`src/rtl/spectrum_frame_packer.sv`:
```
// Buffers one CCD line of 16-bit pixels and emits it as a framed byte packet
// (header, frame count, length, payload, status, checksum) under valid/ready.
module spectrum_frame_packer #(
    parameter int unsigned PIXELS     = 3694,
    parameter int unsigned FIFO_DEPTH = 16
) (
    input  logic        clk_50m,
    input  logic        rst,
    input  logic        frame_start,
    input  logic        pixel_valid,
    input  logic [15:0] pixel_data,
    output logic [7:0]  tx_data,
    output logic        tx_data_valid,
    input  logic        tx_data_ready,
    output logic        busy,
    output logic        overflow
);

    localparam int unsigned AW = (FIFO_DEPTH > 1) ? $clog2(FIFO_DEPTH) : 1;
    localparam int unsigned CW = AW + 1;
    localparam logic [CW-1:0] FullCnt = FIFO_DEPTH[CW-1:0];
    localparam logic [15:0]   Len     = PIXELS[15:0];
    localparam logic [15:0]   LastIdx = Len - 16'd1;

    localparam logic [3:0] StIdle   = 4'd0;
    localparam logic [3:0] StHdr0   = 4'd1;
    localparam logic [3:0] StHdr1   = 4'd2;
    localparam logic [3:0] StFcnt   = 4'd3;
    localparam logic [3:0] StLenH   = 4'd4;
    localparam logic [3:0] StLenL   = 4'd5;
    localparam logic [3:0] StPixH   = 4'd6;
    localparam logic [3:0] StPixL   = 4'd7;
    localparam logic [3:0] StStatus = 4'd8;
    localparam logic [3:0] StCsum   = 4'd9;

    logic [3:0]    state_q, state_d;
    logic [7:0]    tx_data_q, data_d;
    logic          tx_valid_q, valid_d;
    logic [15:0]   hold_q, hold_d;
    logic [15:0]   pix_cnt_q, pix_cnt_d;
    logic [7:0]    fcnt_q, fcnt_d;
    logic [7:0]    csum_q, csum_d;
    logic          capturing_q, capturing_d;
    logic [15:0]   cap_cnt_q, cap_cnt_d;
    logic          drop_frame_q, drop_frame_d;
    logic          overflow_q;

    logic [15:0]   fifo_mem [FIFO_DEPTH];
    logic [AW-1:0] wr_ptr_q, rd_ptr_q;
    logic [CW-1:0] count_q;
    logic          fifo_full, fifo_empty;
    logic          start_accept, cap_active, beat, push, pop, load_pix, xfer;

    assign fifo_full    = (count_q == FullCnt);
    assign fifo_empty   = (count_q == '0);
    assign xfer         = tx_valid_q && tx_data_ready;
    assign start_accept = frame_start && (state_q == StIdle);
    // A pixel arriving together with the accepted start belongs to the new frame.
    assign cap_active   = capturing_q || start_accept;
    assign beat         = pixel_valid && cap_active;
    assign push         = beat && !fifo_full;

    always_comb begin
        capturing_d  = capturing_q;
        cap_cnt_d    = cap_cnt_q;
        drop_frame_d = drop_frame_q;
        if (start_accept) begin
            capturing_d  = 1'b1;
            cap_cnt_d    = '0;
            drop_frame_d = 1'b0;
        end
        if (beat) begin
            if (cap_cnt_d == LastIdx) begin
                capturing_d = 1'b0;
            end
            cap_cnt_d = cap_cnt_d + 16'd1;
            if (fifo_full) begin
                drop_frame_d = 1'b1;
            end
        end
    end

    always_comb begin
        state_d   = state_q;
        data_d    = tx_data_q;
        valid_d   = tx_valid_q;
        hold_d    = hold_q;
        pix_cnt_d = pix_cnt_q;
        fcnt_d    = fcnt_q;
        csum_d    = csum_q;
        load_pix  = 1'b0;
        pop       = 1'b0;

        if (xfer && (state_q >= StFcnt) && (state_q <= StStatus)) begin
            csum_d = csum_q + tx_data_q;
        end

        case (state_q)
            StIdle: begin
                if (frame_start) begin
                    state_d   = StHdr0;
                    data_d    = 8'hAA;
                    valid_d   = 1'b1;
                    csum_d    = '0;
                    pix_cnt_d = '0;
                end
            end
            StHdr0: if (xfer) begin state_d = StHdr1; data_d = 8'h55;     end
            StHdr1: if (xfer) begin state_d = StFcnt; data_d = fcnt_q;    end
            StFcnt: if (xfer) begin state_d = StLenH; data_d = Len[15:8]; end
            StLenH: if (xfer) begin state_d = StLenL; data_d = Len[7:0];  end
            StLenL: begin
                if (xfer) begin
                    state_d  = StPixH;
                    load_pix = 1'b1;
                end
            end
            StPixH: begin
                if (xfer) begin
                    state_d = StPixL;
                    data_d  = hold_q[7:0];
                end else if (!tx_valid_q) begin
                    load_pix = 1'b1;
                end
            end
            StPixL: begin
                if (xfer) begin
                    pix_cnt_d = pix_cnt_q + 16'd1;
                    if (pix_cnt_q == LastIdx) begin
                        state_d = StStatus;
                        data_d  = {7'd0, drop_frame_q};
                    end else begin
                        state_d  = StPixH;
                        load_pix = 1'b1;
                    end
                end
            end
            StStatus: if (xfer) begin state_d = StCsum; data_d = csum_d; end
            StCsum: begin
                if (xfer) begin
                    state_d = StIdle;
                    data_d  = '0;
                    valid_d = 1'b0;
                    fcnt_d  = fcnt_q + 8'd1;
                end
            end
            default: begin
                state_d = StIdle;
                valid_d = 1'b0;
            end
        endcase

        // Empty FIFO: wait while capture runs, otherwise pad with zero words.
        if (load_pix) begin
            if (!fifo_empty) begin
                pop     = 1'b1;
                hold_d  = fifo_mem[rd_ptr_q];
                data_d  = fifo_mem[rd_ptr_q][15:8];
                valid_d = 1'b1;
            end else if (capturing_q) begin
                valid_d = 1'b0;
            end else begin
                hold_d  = '0;
                data_d  = '0;
                valid_d = 1'b1;
            end
        end
    end

    always_ff @(posedge clk_50m) begin
        if (push) begin
            fifo_mem[wr_ptr_q] <= pixel_data;
        end
    end

    always_ff @(posedge clk_50m or negedge rst) begin
        if (!rst) begin
            state_q      <= StIdle;
            tx_data_q    <= '0;
            tx_valid_q   <= 1'b0;
            hold_q       <= '0;
            pix_cnt_q    <= '0;
            fcnt_q       <= '0;
            csum_q       <= '0;
            capturing_q  <= 1'b0;
            cap_cnt_q    <= '0;
            drop_frame_q <= 1'b0;
            overflow_q   <= 1'b0;
            wr_ptr_q     <= '0;
            rd_ptr_q     <= '0;
            count_q      <= '0;
        end else begin
            state_q      <= state_d;
            tx_data_q    <= data_d;
            tx_valid_q   <= valid_d;
            hold_q       <= hold_d;
            pix_cnt_q    <= pix_cnt_d;
            fcnt_q       <= fcnt_d;
            csum_q       <= csum_d;
            capturing_q  <= capturing_d;
            cap_cnt_q    <= cap_cnt_d;
            drop_frame_q <= drop_frame_d;
            overflow_q   <= overflow_q | (beat && fifo_full);
            if (push) begin
                wr_ptr_q <= wr_ptr_q + AW'(1);
            end
            if (pop) begin
                rd_ptr_q <= rd_ptr_q + AW'(1);
            end
            case ({push, pop})
                2'b10:   count_q <= count_q + CW'(1);
                2'b01:   count_q <= count_q - CW'(1);
                default: count_q <= count_q;
            endcase
        end
    end

    assign tx_data       = tx_data_q;
    assign tx_data_valid = tx_valid_q;
    assign busy          = (state_q != StIdle);
    assign overflow      = overflow_q;

endmodule

```
`config.mk`:
```
export PLATFORM = sky130hd
export DESIGN_NAME = spectrum_frame_packer
export DESIGN_NICKNAME = d
export VERILOG_FILES = /design/src/rtl/spectrum_frame_packer.sv
export SDC_FILE = /design/constraint.sdc
export NUM_CORES = 1
export LEC_CHECK = 0
export CAP_MARGIN = 15
export CORE_MARGIN = 8
export CORE_UTILIZATION = 40
export DETAILED_ROUTE_END_ITERATION = 10
export MAX_ROUTING_LAYER = met4
export SETUP_SLACK_MARGIN = 0.3
export SYNTH_ARGS = -nofsm -noshare
export SYNTH_HDL_FRONTEND = slang
export SYNTH_SLANG_ARGS = --single-unit
```
`constraint.sdc`:
```
create_clock -name clk_50m -period 4.3 [get_ports clk_50m]
set_clock_uncertainty 0.2 [all_clocks]
set_input_delay 1.29 -clock clk_50m [delete_from_list [all_inputs] [get_ports clk_50m]]
set_output_delay 1.29 -clock clk_50m [all_outputs]
set_load 0.02 [all_outputs]
```
==> reports/results.ini <==
[global_routing]
grt_pass1_vias=8833
grt_pass1_wl_mm=52.8
antenna_found_initial=0
overflow=0
grt_usage=0.160
grt_max_degree=65

[detailed_routing]
wl_per_cell_um=21.8
drt_iter0_drc=906
viasPerCell=5.61
wl_mm=33.3
firstDrtPassIters=5
vias=8579
ant_nets=0
drc=0

[critical_path]
required_ps=2810
cp_num_buf_inv=2
crit_arrival_ps=2120
path_class=reg -> out
cp-start-kind=register
critPathMaxFanout=6
path_cells=nor4_4, inv_1, clkdlybuf4s50_1
cp-end-kind=output pin
crit_slowest_cell=clkdlybuf4s50_1
max_stage_delay_ps=570
crit_family=buffers and inverters

[run]
maxCapViolations=0

[yosys]
synthAdderAreaFrac=0.0210
synth.distinct_cells=71
synth_top_cell_by_area=edfxtp_1
synth_edf_count=256
syn-mean-instance-area_um2=15.6
synthSimpleGateAreaFrac=0.0767
synthMuxAreaShare=0.128
synth_seq_cells=341
seq_area_frac_synth=0.659
synthXorXnorAreaFrac=0.0282
synthFlopType=edfxtp_1
synth_top_family_by_area=multiplexers
syn_area_um2=14900
yosysWarnings=0
yosys-top-cells-count=edfxtp_1 (256), dfrtp_1 (85), mux4_2 (75)
synth_top_area_share=0.516
synth-compound-area-share=0.0685
yosysMostFrequentCell=edfxtp_1
syn-instance-count=954
postSynth.asyncResetShare=0.249
synth_area_leaders=edfxtp_1 (52%), dfrtp_1 (14%), mux4_2 (11%)
syn_nets=998

[power]
combPwrFrac=0.071
leakage_nw=6.14
power_density_nw_per_um2=427
power_mw=7.36
power_switching_mw=1.71
swShare=0.232
power_frac_seq=0.525
vdd_drop_max_uv=407
p_int_mw=5.65
p_clk_frac=0.403

[clocking]
cts_setup_buffers=0
cts-resized-gates=0
root_buffer=clkbuf_16
cts.sinks=341
insertion_delay_ps=530
cts_tree=built
clockBufferDepth=3
cts.hold.buffers_added=0
cts_buffers=37
cts.clk_slew.worst_paths_ps=60
cts.htree.levels=2

[die]
initial_utilization=0.407
num_rows=70
fp.coreArea_um2=36600
die_w_um=209
ios=32
die_h_um=209
dieArea_um2=43600

[cells_and_area]
diodes=0
fin_nets=1075
seq_area_um2=9820
multi_input_area_um2=4850
drive_gt1_frac=0.202
fill_cells=3170
syn_to_final_growth_pct=15.6

[timing]
rsz0062_at_grt=no
report.final.slew_viol_count=0
finalHoldViolCount=0
max_freq_ghz=0.277
fin_crit_ps=3610
finalCritPeriodShare=0.840
setup_viol=0
slew-limit-headroom=0.456
tightest_slew_ps=816
setup_tns_ps=0
fin_ws_ps=690

[placed_design]
routabilityCongestion=0.838
io_buffers=31
post-dp-hpwl_mm=21.5
dp_slack_ps=215

[worst_hold_path]
hold_path_class=reg -> reg

[status]
outcome=finished clean

## power groups by stage
| stage | combinational (mW) | sequential (mW) | clock [mW] |
|---|---|---|---|
| floorplan | 0.306 | 3.88 | 0 |
| CTS | 0.534 | 3.86 | 3.05 |
| global placement | 0.517 | 3.92 | 0 |
| detailed placement | 0.530 | 3.93 | 0 |
| global route | 0.588 | 3.89 | 3.18 |
| finish | 0.526 | 3.87 | 2.97 |
## cells in the final DEF (no fill, tap or decap), types with 13 or more instances in the layout
master             n
edfxtp_1         256
dfrtp_1           82
mux4_2            75
nand2_1           61
buf_4             54
nor2_1            51
clkbuf_16         38
a21oi_1           35
xor2_1            32
o21ai_0           30
clkdlybuf4s50_1   30
nand3_1           22
ha_1              21
mux2i_1           17
xnor2_1           16
inv_1             15
nor2_2            13
## worst paths after layout
check,slack [ps],cells after the start,to,start
min,280,1,overflow,overflow
min reg2reg,280,1,overflow,overflow
min in group asynchronous,650,1,pix_cnt_q[9],rst
max reg2reg,970,13,count_q[4],pix_cnt_q[0]
max,690,3,busy,state_q[2]
max in group asynchronous,2560,2,csum_q[4],rst
## flip-flops by register name, summed over array words and instances, names as in the netlist
register,count
fifo_mem,256
cap_cnt_q,16
pix_cnt_q,16
csum_q,8
fcnt_q,8
hold_q,8
tx_data,8
count_q,5
rd_ptr_q,4
state_q,4
wr_ptr_q,4
capturing_q,1
drop_frame_q,1
overflow,1
tx_data_valid,1
## per-stage QoR
step / util / area (um^2) / std cells / hold slack, ps
after floorplan: - / 14900 / 954 / 245
after global placement: 0.439 / 16100 / 1460 / 274
after detailed placement: 0.439 / 16100 / 1460 / 279
after CTS: 0.470 / 17200 / 1528 / 295
after global routing: 0.470 / 17200 / 1528 / 314
final: 0.470 / 17200 / 1528 / 283
## metal layers
metal  global-route usage  wire [um]
met1                0.212      14800
met2                0.252      16000
met3               0.0298       1780
met4               0.0428        716
met5                    -          0
## cell type report
class	instances	area share
Timing Repair Buffer	87	0.0445
Inverter	16	0.00349
Clock buffer	49	0.0576
Clock inverter	19	0.00800
Multi-Input combinational cell	548	0.282
Tap cell	468	0.0340
Sequential cell	341	0.571
## kinds of logic after synthesis
kind of cell    count (synthesis)
mux                            96
fa+ha+maj                      24
flops                         341
xor+xnor                       48
simple gates                  228
buf+inv                        65
compound gates                152
(Power assumes the default switching activity.)
